File: src/rtl/addsub_pipe_pkg.sv
// Shared encodings and carry-chain split helpers for the two-stage adder/subtractor.
package addsub_pipe_pkg;

    localparam logic ADD = 1'b0;
    localparam logic SUB = 1'b1;

    // Width of the low segment, computed in stage 1.
    function automatic int lo_w(input int width);
        return width / 2;
    endfunction

    // Width of the high segment, computed in stage 2 (takes the odd bit).
    function automatic int hi_w(input int width);
        return width - (width / 2);
    endfunction

endpackage

File: src/rtl/addsub_pipe_if.sv
// Operand-in / result-out handshake bundle between the producer, the pipe and the checker.
interface addsub_pipe_if #(parameter int WIDTH = 4);

    logic             in_valid;
    logic             in_ready;
    logic [WIDTH-1:0] in_a;
    logic [WIDTH-1:0] in_b;
    logic             in_ci;
    logic             in_addsub;
    logic             in_tc;
    logic             in_sat;

    logic             out_valid;
    logic             out_ready;
    logic [WIDTH-1:0] out_sum;
    logic             out_carry;
    logic             out_a;
    logic             out_b;
    logic             out_addsub;
    logic             out_tc;
    logic             out_sat;

    modport master (
        output in_valid, in_a, in_b, in_ci, in_addsub, in_tc, in_sat, out_ready,
        input  in_ready, out_valid, out_sum, out_carry, out_a, out_b,
               out_addsub, out_tc, out_sat
    );

    modport slave (
        input  in_valid, in_a, in_b, in_ci, in_addsub, in_tc, in_sat, out_ready,
        output in_ready, out_valid, out_sum, out_carry, out_a, out_b,
               out_addsub, out_tc, out_sat
    );

endinterface

File: src/rtl/addsub_seg.sv
// n-bit ripple-carry segment; one instance per pipeline stage.
module addsub_seg #(
    parameter int N = 2
) (
    input  logic [N-1:0] a,
    input  logic [N-1:0] b,
    input  logic         ci,
    output logic [N-1:0] s,
    output logic         co
);

    // Bit-serial carry ripple from LSB to MSB.
    always_comb begin
        logic c;
        s = '0;
        c = ci;
        for (int i = 0; i < N; i++) begin
            s[i] = a[i] ^ b[i] ^ c;
            c    = (a[i] & b[i]) | (c & (a[i] ^ b[i]));
        end
        co = c;
    end

endmodule

File: src/rtl/addsub_pipe.sv
// Two-stage pipelined adder/subtractor feeding the saturation checker.
// Subtract is done as A + ~B + ~bin; the internal carry is flipped back to a borrow at the output.
module addsub_pipe
    import addsub_pipe_pkg::*;
#(
    parameter int WIDTH = 4
) (
    input  logic          clk,
    input  logic          rst_n,
    input  logic          clr,
    addsub_pipe_if.slave  bus
);

    localparam int LO = lo_w(WIDTH);
    localparam int HI = hi_w(WIDTH);

    logic             is_sub;
    logic [WIDTH-1:0] b_cond;
    logic             ci_int;
    logic [LO-1:0]    lo_sum;
    logic             lo_co;
    logic [HI-1:0]    hi_sum;
    logic             hi_co;
    logic             s2_adv;
    logic             accept;

    logic             s1_valid;
    logic [LO-1:0]    s1_sum_lo;
    logic             s1_c_lo;
    logic [HI-1:0]    s1_a_hi;
    logic [HI-1:0]    s1_b_hi;
    logic             s1_msb_a;
    logic             s1_msb_b;
    logic             s1_addsub;
    logic             s1_tc;
    logic             s1_sat;

    logic             s2_valid;
    logic [WIDTH-1:0] s2_sum;
    logic             s2_carry;
    logic             s2_msb_a;
    logic             s2_msb_b;
    logic             s2_addsub;
    logic             s2_tc;
    logic             s2_sat;

    assign is_sub = (bus.in_addsub == SUB);
    assign b_cond = bus.in_b ^ {WIDTH{is_sub}};
    assign ci_int = bus.in_ci ^ is_sub;

    // Output stage may load when it is empty or its current result is being taken.
    assign s2_adv       = s1_valid & (~s2_valid | bus.out_ready);
    assign bus.in_ready = ~s1_valid | s2_adv;
    assign accept       = bus.in_valid & bus.in_ready;

    addsub_seg #(.N(LO)) u_seg_lo (
        .a  (bus.in_a[LO-1:0]),
        .b  (b_cond[LO-1:0]),
        .ci (ci_int),
        .s  (lo_sum),
        .co (lo_co)
    );

    addsub_seg #(.N(HI)) u_seg_hi (
        .a  (s1_a_hi),
        .b  (s1_b_hi),
        .ci (s1_c_lo),
        .s  (hi_sum),
        .co (hi_co)
    );

    // Stage 1: low-half sum plus everything the high half and the checker still need.
    always_ff @(posedge clk or negedge rst_n) begin
        if (!rst_n) begin
            s1_valid  <= 1'b0;
            s1_sum_lo <= '0;
            s1_c_lo   <= 1'b0;
            s1_a_hi   <= '0;
            s1_b_hi   <= '0;
            s1_msb_a  <= 1'b0;
            s1_msb_b  <= 1'b0;
            s1_addsub <= 1'b0;
            s1_tc     <= 1'b0;
            s1_sat    <= 1'b0;
        end else begin
            if (clr)
                s1_valid <= 1'b0;
            else if (accept)
                s1_valid <= 1'b1;
            else if (s2_adv)
                s1_valid <= 1'b0;

            if (accept) begin
                s1_sum_lo <= lo_sum;
                s1_c_lo   <= lo_co;
                s1_a_hi   <= bus.in_a[WIDTH-1:LO];
                s1_b_hi   <= b_cond[WIDTH-1:LO];
                s1_msb_a  <= bus.in_a[WIDTH-1];
                s1_msb_b  <= bus.in_b[WIDTH-1];
                s1_addsub <= bus.in_addsub;
                s1_tc     <= bus.in_tc;
                s1_sat    <= bus.in_sat;
            end
        end
    end

    // Stage 2: finish the carry chain and hold the result until the checker takes it.
    always_ff @(posedge clk or negedge rst_n) begin
        if (!rst_n) begin
            s2_valid  <= 1'b0;
            s2_sum    <= '0;
            s2_carry  <= 1'b0;
            s2_msb_a  <= 1'b0;
            s2_msb_b  <= 1'b0;
            s2_addsub <= 1'b0;
            s2_tc     <= 1'b0;
            s2_sat    <= 1'b0;
        end else begin
            if (clr)
                s2_valid <= 1'b0;
            else if (s2_adv)
                s2_valid <= 1'b1;
            else if (bus.out_ready)
                s2_valid <= 1'b0;

            if (s2_adv) begin
                s2_sum    <= {hi_sum, s1_sum_lo};
                s2_carry  <= hi_co ^ s1_addsub;
                s2_msb_a  <= s1_msb_a;
                s2_msb_b  <= s1_msb_b;
                s2_addsub <= s1_addsub;
                s2_tc     <= s1_tc;
                s2_sat    <= s1_sat;
            end
        end
    end

    assign bus.out_valid  = s2_valid;
    assign bus.out_sum    = s2_sum;
    assign bus.out_carry  = s2_carry;
    assign bus.out_a      = s2_msb_a;
    assign bus.out_b      = s2_msb_b;
    assign bus.out_addsub = s2_addsub;
    assign bus.out_tc     = s2_tc;
    assign bus.out_sat    = s2_sat;

endmodule

File: src/flat_wrapper.sv
// flat-port wrapper written by rule: the top's interface ports become plain ports
module addsub_pipe_flat import addsub_pipe_pkg::*;
#(
    parameter int WIDTH = 4
)
  (clk, rst_n, clr, bus_in_valid, bus_in_a, bus_in_b, bus_in_ci, bus_in_addsub, bus_in_tc, bus_in_sat, bus_out_ready, bus_in_ready, bus_out_valid, bus_out_sum, bus_out_carry, bus_out_a, bus_out_b, bus_out_addsub, bus_out_tc, bus_out_sat);
  addsub_pipe_if #(.WIDTH(WIDTH)) bus_i ();
  input  logic clk;
  input  logic rst_n;
  input  logic clr;
  input wire logic [$bits(bus_i.in_valid)-1:0] bus_in_valid;
  input wire logic [$bits(bus_i.in_a)-1:0] bus_in_a;
  input wire logic [$bits(bus_i.in_b)-1:0] bus_in_b;
  input wire logic [$bits(bus_i.in_ci)-1:0] bus_in_ci;
  input wire logic [$bits(bus_i.in_addsub)-1:0] bus_in_addsub;
  input wire logic [$bits(bus_i.in_tc)-1:0] bus_in_tc;
  input wire logic [$bits(bus_i.in_sat)-1:0] bus_in_sat;
  input wire logic [$bits(bus_i.out_ready)-1:0] bus_out_ready;
  output wire logic [$bits(bus_i.in_ready)-1:0] bus_in_ready;
  output wire logic [$bits(bus_i.out_valid)-1:0] bus_out_valid;
  output wire logic [$bits(bus_i.out_sum)-1:0] bus_out_sum;
  output wire logic [$bits(bus_i.out_carry)-1:0] bus_out_carry;
  output wire logic [$bits(bus_i.out_a)-1:0] bus_out_a;
  output wire logic [$bits(bus_i.out_b)-1:0] bus_out_b;
  output wire logic [$bits(bus_i.out_addsub)-1:0] bus_out_addsub;
  output wire logic [$bits(bus_i.out_tc)-1:0] bus_out_tc;
  output wire logic [$bits(bus_i.out_sat)-1:0] bus_out_sat;
  assign bus_i.in_valid = bus_in_valid;
  assign bus_i.in_a = bus_in_a;
  assign bus_i.in_b = bus_in_b;
  assign bus_i.in_ci = bus_in_ci;
  assign bus_i.in_addsub = bus_in_addsub;
  assign bus_i.in_tc = bus_in_tc;
  assign bus_i.in_sat = bus_in_sat;
  assign bus_i.out_ready = bus_out_ready;
  assign bus_in_ready = bus_i.in_ready;
  assign bus_out_valid = bus_i.out_valid;
  assign bus_out_sum = bus_i.out_sum;
  assign bus_out_carry = bus_i.out_carry;
  assign bus_out_a = bus_i.out_a;
  assign bus_out_b = bus_i.out_b;
  assign bus_out_addsub = bus_i.out_addsub;
  assign bus_out_tc = bus_i.out_tc;
  assign bus_out_sat = bus_i.out_sat;
  addsub_pipe #(.WIDTH(WIDTH)) u_core (.clk(clk), .rst_n(rst_n), .clr(clr), .bus(bus_i));
endmodule
File: config.mk
export PLATFORM = sky130hd
export DESIGN_NAME = addsub_pipe_flat
export DESIGN_NICKNAME = d
export VERILOG_FILES = /design/src/rtl/addsub_pipe_pkg.sv /design/src/rtl/addsub_pipe_if.sv /design/src/rtl/addsub_seg.sv /design/src/rtl/addsub_pipe.sv /design/src/flat_wrapper.sv
export SDC_FILE = /design/constraint.sdc
export NUM_CORES = 1
export LEC_CHECK = 0
export ABC_AREA = 1
export BUFFER_PORTS_ARGS = -buffer_cell sky130_fd_sc_hd__buf_2
export CORE_MARGIN = 2
export CORE_UTILIZATION = 55
export CTS_CLUSTER_DIAMETER = 200
export DETAILED_ROUTE_END_ITERATION = 8
export PLACE_DENSITY = 0.84
export SETUP_SLACK_MARGIN = 0.1
export SYNTH_ARGS = -nofsm -noshare
export SYNTH_HDL_FRONTEND = slang
export SYNTH_HIERARCHICAL = 1
export SYNTH_SLANG_ARGS = --single-unit
File: constraint.sdc
create_clock -name clk -period 3.83 [get_ports clk]
set_clock_uncertainty 0.1 [all_clocks]
set_input_delay 0.1915 -clock clk [delete_from_list [all_inputs] [get_ports clk]]
set_output_delay 0.1915 -clock clk [all_outputs]
set_load 0.01 [all_outputs]
### Yosys cells after proc, flatten, opt, wreduce, memory -nomap -nowiden

Index checks and enable logic that the tools add are counted.

| word-level totals | value |
|---|---|
| register bits | 24 |
| bits of input ports | 17 |
| output and inout bits | 12 |
| logic and storage cells | 55 |

| operators by class | value |
|---|---|
| mux-type cells | 6 |
| bitwise gates (word level) | 29 |
| reductions and logical operators | 2 |

Operators with widths:

| kind | number |
|---|---|
| bitwise AND 1 bit | 10 |
| XOR 1 bit | 10 |
| 2-to-1 mux 1 bit | 6 |
| OR 1 bit | 6 |
| nonzero test 3 bit | 2 |
| XOR 4 bit | 1 |
| NOT 1 bit | 2 |

### Longest topological paths before layout

Gate-level depths: netlist of the first run.

| depth | value |
|---|---|
| depth after elaboration | 7 |
| depth in mapped cells | 9 |
| gate-level depth less buffers | 9 |

### Hierarchy

Netlist of the first run, hierarchy kept.

By module, submodules not included:

| module | times used | cells an instance | area each (um^2) | seq. area each (um^2) |
|---|---|---|---|---|
| addsub_pipe | 1 | 117 | 994.7 | 575.6 |
| addsub_seg | 2 | 10 | 70.1 | 0.0 |

### Least setup slack after synthesis of the first run

No wires, ideal clock.

| timing | value |
|---|---|
| path kind | input -> register |
| start point | input port bus_in_addsub |
| end point | register u_core.s1_sum_lo[1] |
| setup time | 0.116 ns |
| arrival | 1.562 ns |
| required time | 3.614 ns |
| slack | 2.051 ns |
| cell stages on the path | 8 |
| path buffers | 1 |
| cell sequence | buf_2 xor2_1 inv_1 fa_1 fa_1 inv_1 nand3_1 nand2_1 |

| between the ends | value |
|---|---|
| longest elaborated chain between the ends | 5 |
| elaborated cells on any way between the ends | 8 |
| those cells by class | bitwise: 8 |

Ends and longest elaborated chain:

| what | line | text |
|---|---|---|
| start: declaration | flat_wrapper.sv:15 | `input wire logic [$bits(bus_i.in_addsub)-1:0] bus_in_addsub;` |
| XOR 4 bit * | addsub_pipe.sv:48 | `assign b_cond = bus.in_b ^ {WIDTH{is_sub}};` |
| via u_core.b_cond[0] | addsub_pipe.sv:18 | `logic [WIDTH-1:0] b_cond;` |
| XOR 1 bit | addsub_seg.sv:19 | `c = (a[i] & b[i]) \| (c & (a[i] ^ b[i]));` |
| bitwise AND 1 bit | addsub_seg.sv:19 |  |
| OR 1 bit * | addsub_seg.sv:19 |  |
| XOR 1 bit * | addsub_seg.sv:18 | `s[i] = a[i] ^ b[i] ^ c;` |
| via u_core.lo_sum[1] | addsub_pipe.sv:20 | `logic [LO-1:0] lo_sum;` |
| end signal: assignment | addsub_pipe.sv:94 | `s1_sum_lo <= lo_sum;` |
| end: declaration | addsub_pipe.sv:28 | `logic [LO-1:0] s1_sum_lo;` |

Mark *: on every way through the listed nets, which the timed path passes. The rest lies on a longest branch.
A chain may end at the register's enable or synchronous reset.

### Final worst setup path of the first run

| timing | value |
|---|---|
| start point | register u_core.s1_a_hi[0] |
| end point | register u_core.s2_carry, in the netlist u_core/bus.out_carry |

| between the ends | value |
|---|---|
| longest elaborated chain between the ends | 6 |
| elaborated cells on any way between the ends | 7 |
| those cells by class | bitwise: 7 |

Ends and longest elaborated chain:

| what | line | text |
|---|---|---|
| start: declaration | addsub_pipe.sv:30 | `logic [HI-1:0] s1_a_hi;` |
| start signal: assignment | addsub_pipe.sv:96 | `s1_a_hi <= bus.in_a[WIDTH-1:LO];` |
| XOR 1 bit | addsub_seg.sv:19 |  |
| bitwise AND 1 bit | addsub_seg.sv:19 |  |
| OR 1 bit * | addsub_seg.sv:19 |  |
| bitwise AND 1 bit * | addsub_seg.sv:19 |  |
| OR 1 bit * | addsub_seg.sv:19 |  |
| via u_core.hi_co | addsub_pipe.sv:23 | `logic hi_co;` |
| XOR 1 bit * | addsub_pipe.sv:128 | `s2_carry <= hi_co ^ s1_addsub;` |
| end signal: assignment | addsub_pipe.sv:128 |  |
| end: declaration | addsub_pipe.sv:40 | `logic s2_carry;` |

Marked as above.

==> results of run 1 <==
==> flip-flops by register name (all words and copies together), names as in the netlist, 2 cells and up <==
signal and count:
u_core/s1_b_hi 2, u_core/s1_sum_lo 2, u_core/bus.out_sum 4, u_core/s1_a_hi 2
==> power by group through the flow <==
stage,combinational (mW),clock [mW],sequential [mW]
floorplan,0.0746,0,0.317
global placement,0.129,0,0.305
detailed placement,0.138,0,0.307
CTS,0.140,0.114,0.303
global route,0.158,0.122,0.309
finish,0.139,0.111,0.303
==> through the flow <==
step	utilization, %	hold slack (ps)
finish	67.2	14.5
global route	67.2	13.6
CTS	67.2	8.96
detailed placement	64.9	83.3
global placement	64.9	75.7
floorplan	-	-204
==> layout make-up <==
type	instances	area, µm²
Clock buffer	4	26.3
Fill cell	193	643
Inverter	25	93.8
Multi-Input combinational cell	84	429
Sequential cell	23	576
Tap cell	27	33.8
Timing Repair Buffer	30	160
==> cells in the final DEF (no fill, tap or decap), drive strengths merged <==
cell type | netlist | final
xor2 | 3 | 3
dfrtp | 23 | 23
dlygate4sd3 | 0 | 2
buf | 5 | 28
inv | 25 | 25
nand3 | 12 | 12
fa | 4 | 4
clkbuf | 0 | 4
a21oi | 2 | 2
o21ai | 1 | 1
nand2 | 62 | 62
==> cell families after synthesis <==
kind of cell,after synthesis
adder cells (fa/ha/maj),4
XOR/XNOR,3
flip-flops,23
AND/OR/NAND/NOR,74
buffers and inverters,30
AO/OA/AOI/OAI,3
==> critical path, stage by stage (launching register included) <==
cell and delay, ps:
dfrtp_1 380, inv_1 70, fa_1 460, fa_1 370, inv_1 80, inv_1 40
nand2_1 40, nand2_1 50, nand2_1 80, nand2_1 60
==> repair_timing <==
action                                 CTS  global route
hold buffers                             2             0
buffers inserted                         0             0
endpoints found under the hold margin   25             0
==> layer usage <==
layer,vias to the layer above,wire (µm),track usage [%]
met5,-,0,0
met3,4,91,2.76
li1,459,-,-
met1,418,903,24.5
met2,27,1230,38.1
met4,0,27,8.33
==> final timing paths <==
kind,from,endpoint,cells past startpoint
setup / recovery,u_core/s1_a_hi[0],u_core/bus.out_carry,9
hold / removal,bus_in_tc,u_core/s1_tc,3
setup reg to reg,u_core/s1_a_hi[0],u_core/bus.out_carry,9
hold reg to reg,u_core/bus.out_tc,u_core/bus.out_tc,2
max in group asynchronous,rst_n,u_core/bus.out_sum[3],2
min in group asynchronous,rst_n,u_core/bus.out_a,2
==> run summary, run 1 <==
status: complete, no violations
Max transition margin: 66.7%
Area Growth Syn to Fin: 16.2%
Final Non-Filler Cells: 193
Synth Area in Adders: 7.06%
global route overflow: 0
first-pass GRT wire length: 3830 µm
Die ar.: 2440 µm²
mux cell area share after synthesis: 0%
minimum clock period: 1830 ps
Clk pwr share: 20.1%
vias in the first global route: 914
Pint: 0.380 mW
crit path max fanout: 2
drt first-iter violations: 17
Sw Share: 31.3%
Gate power share: 25.1%
Final WS setup: 2000 ps
Synthesized Nets: 158
Worst setup SP type: flip-flop
flops & latches, synth: 23
DRT Wirelength: 2250 µm
Via density: 4.70
Clock transition at path regs: 120 ps
compound-cell area share of the yosys netlist: 1.98%
Port-buffer cells: 28
drt pass-1 iters: 4
Cell Rows: 16
chip height: 49.4 µm
Power Total: 0.553 mW
Max rail drop VDD: 0.215 mV
Worst Path Arrival: 1930 ps
share of layout cells above drive strength 1: 21.7%
Slew Viols, Final: 0
RSZ-0062 raised after global routing: false
post-placement worst setup slack: 1940 ps
clk_lat worst skew: 300 ps
post-route antenna net violation count: 0
Final period util: 47.7%
worst setup path category: flip-flop to flip-flop
gpl congestion: 0.728
cell area after layout: 1320 µm²
ranking of synthesized cells by area: dfrtp_1 (51%), nand2_1 (20%), inv_1 (7.9%), fa_1 (7.1%), nand3_1 (4.9%)
Slew @ Worst Pin: 499 ps
Yosys warning count: 6
num ports: 29
Die X: 49.4 µm
largest net degree at the start of global routing: 24
P per Cell Area: 419 nW/µm²
switching power: 0.173 mW
CTS Root Cell: clkbuf_4
post-synth cell types: 15
Synth Area in Simple Gates: 26.5%
Final Setup Violations: 0
# DRC: 0
CTS resizes: 0
register-to-register setup slack: 2000 ps
Total GRT Usage: 20.8%
max_cap viols: 0
Clock Tree Buf Depth: 2
Initial Util: 57.8%
most common cell in the synthesized netlist: nand2_1
DPL Wire Length: 1620 µm
Syn Inst Count: 137
core area: 1960 µm²
Worst Hold Class: input port to flip-flop
initial antenna violation count: 0
largest family of logic cells by synthesized area: simple AND/OR/NAND/NOR gates
Reg power frac: 54.7%
Post-Syn Area: 1130 µm²
Post-Synth XOR/XNOR Area: 2.32%
CTS tree: done
Synth top cells by count: nand2_1 (61), inv_1 (24), dfrtp_1 (23), nand3_1 (11), fa_1 (4)
asr flop ratio synth: 100%
Num CTS Buffers: 3
max frequency: 547 MHz
Syn Area/Cell: 8.28 µm²
WP data required: 3930 ps
H-Tree Level Count: 1
final hold violation count: 0
vias: 908
number of synthesized flops with an enable pin: 0
endpoint class of the critical path: flip-flop
area of placed instances: 1270 µm²
Yosys top cell area share: 50.7%
Synth area leader: dfrtp_1
sequential-to-total area share from yosys stat: 50.7%
Layout Nets: 188
Leak: 0.802 nW
ANT cells: 0
Top FF cell, synth: dfrtp_1
Placed Cells: 187
CTS Sinks: 23
setup TNS: 0 ps
average wire per standard cell: 11.7 µm
(Power assumes the default switching activity.)
==> run 2: changes to the inputs <==
- CORE_UTILIZATION: 55 -> 46
- PLACE_DENSITY: 0.84 -> 0.76
- clock period: 3.83 -> 1.5 ns (I/O delays scaled with it)
==> run summary, run 2 (synthesis gave the netlist of run 1 again) <==
status: finished with violations (was complete, no violations)
failing checks: setup timing
Num CTS Buffers: 3 (unchanged)
min-delay src: bus_in_b[2] (was bus_in_tc)
max FFs per register: 4 (unchanged)
Initial Util: 49.9% (was 57.8%)
WP data required: 1600 ps (was 3930 ps)
Final WS setup: -176 ps (was 2000 ps)
DRT Wirelength: 2130 µm (was 2250 µm)
Slew @ Worst Pin: 491 ps (was 499 ps)
drt pass-1 iters: 4 (unchanged)
worst reg2reg path depth: 6 (was 9)
Max transition margin: 67.2% (was 66.7%)
Worst Hold Class: input port to flip-flop (unchanged)
max_cap viols: 0 (unchanged)
Layout Nets: 198 (was 188)
crit path max fanout: 2 (unchanged)
Total GRT Usage: 17.3% (was 20.8%)
most used routing layer: met2 (unchanged)
commonest non-fill, non-tap cell in the layout: nand2_1 (unchanged)
Worst Path Arrival: 1780 ps (was 1930 ps)
commonest cells after routing, fill and taps aside: nand2_1 (59), buf_2 (28), dfrtp_1 (23), inv_1 (20), nand3_1 (11) (was nand2_1 (61), buf_2 (28), inv_1 (24), dfrtp_1 (23), nand3_1 (11))
clk_lat worst skew: 300 ps (about the same)
register-to-register setup slack: -180 ps (was 2000 ps)
vias in the first global route: 857 (was 914)
Clock Tree Buf Depth: 2 (unchanged)
Layout fillers: 182 (was 193)
final hold violation count: 0 (unchanged)
Slew Viols, Final: 0 (unchanged)
H-Tree Level Count: 1 (unchanged)
crit path cell chain: inv_2 > fa_2 > fa_2 > inv_1 > nand2_1 > nand2_1 (was inv_1 > fa_1 > fa_1 > inv_1 > inv_1 > nand2_1 > nand2_1 > nand2_1 > nand2_1)
Min-Delay Path Depth: 5 (was 3)
ANT cells: 0 (unchanged)
Global Route met3 Usage: 2.22% (was 2.76%)
Worst setup SP type: flip-flop (unchanged)
Leak: 0.845 nW (was 0.802 nW)
largest net degree at the start of global routing: 24 (unchanged)
endpoint class of the critical path: flip-flop (unchanged)
average wire per standard cell: 10.5 µm (was 11.7 µm)
Clock transition at path regs: 120 ps (about the same)
gpl congestion: 0.762 (was 0.728)
Hold Path Sink: u_core/s1_b_hi[0] (was u_core/s1_tc)
DPL Wire Length: 1550 µm (was 1620 µm)
Final Non-Filler Cells: 204 (was 193)
slowest CP cell: fa_2 (was fa_1)
Power Total: 1.43 mW (was 0.553 mW)
drt first-iter violations: 24 (was 17)
P per Cell Area: 996 nW/µm² (was 419 nW/µm²)
Area Growth Syn to Fin: 26.8% (was 16.2%)
Critical R2R Launch: u_core/s1_a_hi[0] (unchanged)
# DRC: 0 (unchanged)
Final Setup Violations: 2 (was 0)
Via density: 4.62 (was 4.70)
core area: 2280 µm² (was 1960 µm²)
Die X: 53.7 µm (was 49.4 µm)
global route overflow: 0 (unchanged)
Die ar.: 2880 µm² (was 2440 µm²)
RSZ-0062 raised after global routing: true (was false)
worst setup path category: flip-flop to flip-flop (unchanged)
met2 Usage GRT: 30.9% (was 38.1%)
FF-to-FF End: u_core/bus.out_sum[3] (was u_core/bus.out_carry)
Final period util: 112% (was 47.7%)
vias: 943 (was 908)
Port-buffer cells: 28 (unchanged)
Max rail drop VDD: 0.582 mV (was 0.215 mV)
post-route antenna net violation count: 0 (unchanged)
CP peak stage delay: 520 ps (was 460 ps)
CTS Sinks: 23 (unchanged)
initial antenna violation count: 0 (unchanged)
Placed Cells: 191 (was 187)
met1 GRT Util: 19.6% (was 24.5%)
CTS tree: done (unchanged)
share of layout cells above drive strength 1: 29.0% (was 21.7%)
minimum clock period: 1680 ps (was 1830 ps)
Cell Rows: 17 (was 16)
first-pass GRT wire length: 3540 µm (was 3830 µm)
chip height: 53.7 µm (was 49.4 µm)
CTS Root Cell: clkbuf_4 (unchanged)
num ports: 29 (unchanged)
max frequency: 597 MHz (was 547 MHz)
[run 2: worst max path at each step]
| stage | startpoint | endpoint | slack, ps | cells after the start |
|---|---|---|---|---|
| 3_5_place_dp | bus_in_addsub | u_core/s1_sum_lo[1] | -170 | 8 |
| 2_1_floorplan | u_core/s1_c_lo | u_core/bus.out_carry | -90 | 9 |
| 5_1_grt | u_core/s1_a_hi[0] | u_core/bus.out_sum[3] | -230 | 6 |
| 6_report | u_core/s1_a_hi[0] | u_core/bus.out_sum[3] | -180 | 6 |
| 4_1_cts | u_core/s1_a_hi[0] | u_core/bus.out_sum[3] | -160 | 6 |
| 3_3_place_gp | u_core/s1_c_lo | u_core/bus.out_carry | -110 | 9 |
[run 2: final cells by class]
type                    instances  area, µm²  area share (%)
clock inverters                 1       5.00           0.348
clock buffers                   3       22.5            1.57
repair buffers                 40        250            17.4
flip-flops and latches         23        576            40.0
well taps                      28       35.0            2.43
inverters                      25       93.8            6.52
multi-input cells              84        457            31.7
[run 2: repair_timing]
item,in CTS,in global routing
setup buffers,1,0
endpoints found under the setup margin,2,11
hold endpoints to repair,30,0
pin swaps,2,1
hold buffers,8,0
resized for setup,4,4
[run 2: metal layers]
metal / wire length, µm / share of wire (%)
met3: 70 / 3.3
met2: 1130 / 53
met4: 21 / 0.98
met5: 0 / 0
met1: 915 / 43
[run 2: report_power, final]
part | switching (mW) | internal [mW]
combinational | 0.216 | 0.170
clock | 0.174 | 0.0991
sequential | 0.0550 | 0.719
total | 0.445 | 0.988
[run 2: critical path: cells and delay by family (launching register included)]
kind	cells	cell delay, ps
and+or+nand+nor	2	100
buffers and inverters	2	90
DFF	1	380
adders and majority gates	2	910
[run 2: per-stage QoR]
stage	TNS, ps	cell area (µm²)	util (%)	setup slack (ps)	hold WS, ps
after CTS	-271	1420	62.3	-157	6.09
after global routing	-433	1440	63.2	-227	13.5
final	-307	1440	63.2	-176	11.9
after floorplan	-201	1150	-	-88.8	-321
after global placement	-304	1300	57.2	-112	-37.9
after detailed placement	-499	1300	57.2	-171	-31.9
==> run 3: changes to the inputs <==
- CORE_UTILIZATION: 46 -> 38
- PLACE_DENSITY: 0.76 -> 0.65
==> run summary, run 3 (synthesis gave the netlist of run 1 again) <==
Cell Rows: 19 (was 17)
initial antenna violation count: 0 (unchanged)
Initial Util: 40.5% (was 49.9%)
max FFs per register: 4 (unchanged)
cell area after layout: 1430 µm² (was 1440 µm²)
ANT cells: 0 (unchanged)
core area: 2810 µm² (was 2280 µm²)
Final WS setup: -149 ps (was -176 ps)
CTS tree: done (unchanged)
max_cap viols: 0 (unchanged)
area of placed instances: 1310 µm² (was 1300 µm²)
chip height: 58.7 µm (was 53.7 µm)
Worst Path Arrival: 1760 ps (was 1780 ps)
commonest non-fill, non-tap cell in the layout: nand2_1 (unchanged)
multi-input logic area: 444 µm² (was 457 µm²)
Slew @ Worst Pin: 493 ps (was 491 ps)
Die ar.: 3440 µm² (was 2880 µm²)
Max rail drop VDD: 0.357 mV (was 0.582 mV)
sequential cell area: 576 µm² (unchanged)
num ports: 29 (unchanged)
Setup crit start: u_core/s1_c_lo (was u_core/s1_a_hi[0])
CTS Sinks: 23 (unchanged)
drt pass-1 iters: 6 (was 4)
Port-buffer cells: 28 (unchanged)
first-pass GRT wire length: 3800 µm (was 3540 µm)
Die X: 58.7 µm (was 53.7 µm)
Num CTS Buffers: 3 (unchanged)
setup bufs post-CTS: 0 (was 1)
Leak: 0.842 nW (was 0.845 nW)
WP data required: 1610 ps (was 1600 ps)
Worst Hold Class: input port to flip-flop (unchanged)
max frequency: 606 MHz (was 597 MHz)
status: finished with violations (unchanged)
Via density: 4.38 (was 4.62)
largest net degree at the start of global routing: 24 (unchanged)
H-Tree Level Count: 1 (unchanged)
Max transition margin: 67.1% (was 67.2%)
failing checks: DRC, setup timing (was setup timing)
gpl congestion: 0.777 (was 0.762)
Final Non-Filler Cells: 207 (was 204)
min-delay src: bus_in_valid (was bus_in_b[2])
minimum clock period: 1650 ps (was 1680 ps)
drt first-iter violations: 25 (was 24)
Layout Nets: 198 (unchanged)
CTS Root Cell: clkbuf_4 (unchanged)
endpoint class of the critical path: flip-flop (unchanged)
vias: 906 (was 943)
DRT Wirelength: 2140 µm (was 2130 µm)
Slew Viols, Final: 0 (unchanged)
average wire per standard cell: 10.3 µm (was 10.5 µm)
vias in the first global route: 918 (was 857)
post-route antenna net violation count: 0 (unchanged)
Total GRT Usage: 14.7% (was 17.3%)
Clock transition at path regs: 120 ps (about the same)
crit path max fanout: 2 (unchanged)
Worst setup SP type: flip-flop (unchanged)
Layout fillers: 295 (was 182)
Critical R2R Launch: u_core/s1_c_lo (was u_core/s1_a_hi[0])
final hold violation count: 0 (unchanged)
Clock Tree Buf Depth: 2 (unchanged)
DPL Wire Length: 1540 µm (was 1550 µm)
Final Setup Violations: 2 (unchanged)
commonest cells after routing, fill and taps aside: nand2_1 (60), buf_2 (28), dfrtp_1 (23), inv_1 (21), nand3_1 (11) (was nand2_1 (59), buf_2 (28), dfrtp_1 (23), inv_1 (20), nand3_1 (11))
global route overflow: 0 (unchanged)
P per Cell Area: 993 nW/µm² (was 996 nW/µm²)
# DRC: 3 (was 0)
clk_lat worst skew: 300 ps (about the same)
RSZ-0062 raised after global routing: true (unchanged)
worst setup path category: flip-flop to flip-flop (unchanged)
share of layout cells above drive strength 1: 26.1% (was 29.0%)
Area Growth Syn to Fin: 26.1% (was 26.8%)
Final period util: 110% (was 112%)
Placed Cells: 194 (was 191)
-- run 3: cell types whose count changed in the layout (fill, tap and decap cells not counted), sizes merged --
| cell | delta |
|---|---|
| dlygate4sd3 | +1 |
| clkbuf | +1 |
| buf | -1 |
| clkinv | -1 |
-- run 3: worst max-delay path, cell delays in order (launching register included) --
cell and delay, ps:
dfrtp_1 370, inv_2 50, fa_2 380, fa_2 520
inv_1 30, nand2_1 50, nand2_1 50
-- run 3: per-layer routing --
layer	GRT usage, %	wire length, µm	vias up
li1	-	-	479
met1	19.1	982	404
met3	1.32	78	2
met5	0	0	-
met4	7.79	27	0
met2	24.2	1050	21
-- run 3: what timing repair did --
| item | in CTS | in global routing |
|---|---|---|
| pin swaps | 0 | 1 |
| setup endpoints to repair | 3 | 13 |
| hold buffers | 9 | 0 |
| hold endpoints to repair | 31 | 0 |
| resized for setup | 2 | 3 |
-- run 3: worst paths after layout --
kind,slack (ps),depth (start not counted),endpoint
max in group asynchronous,810,2,u_core/s1_sat
max reg2reg,-150,6,u_core/bus.out_sum[3]
max,-150,6,u_core/bus.out_sum[3]
min in group asynchronous,150,2,u_core/bus.out_sum[3]
min reg2reg,390,2,u_core/bus.out_sum[0]
min,30,3,u_core/s1_valid
-- run 3: area by class of cell --
class	count	share of cell area (%)
Sequential cell	23	40.2
Multi-Input combinational cell	84	31.0
Timing Repair Buffer	40	17.7
Inverter	25	6.56
Tap cell	31	2.71
Clock buffer	4	1.84
-- run 3: power breakdown --
group,switching (mW),internal (mW),leakage [nW]
logic,0.208,0.169,0.540
registers,0.0521,0.719,0.287
clock network,0.170,0.104,0.0150
-- run 3: per-stage QoR --
stage	util, %	hold WS, ps	total power, mW	setup WS (ps)	TNS [ps]
after CTS	50.8	9.26	1.44	-160	-288
after global placement	46.5	-35.5	1.13	-143	-348
after global routing	51.0	32.6	1.55	-226	-459
final	51.0	31.6	1.42	-149	-271
after floorplan	-	-321	1.00	-88.8	-201
after detailed placement	46.5	-29.8	1.14	-151	-431
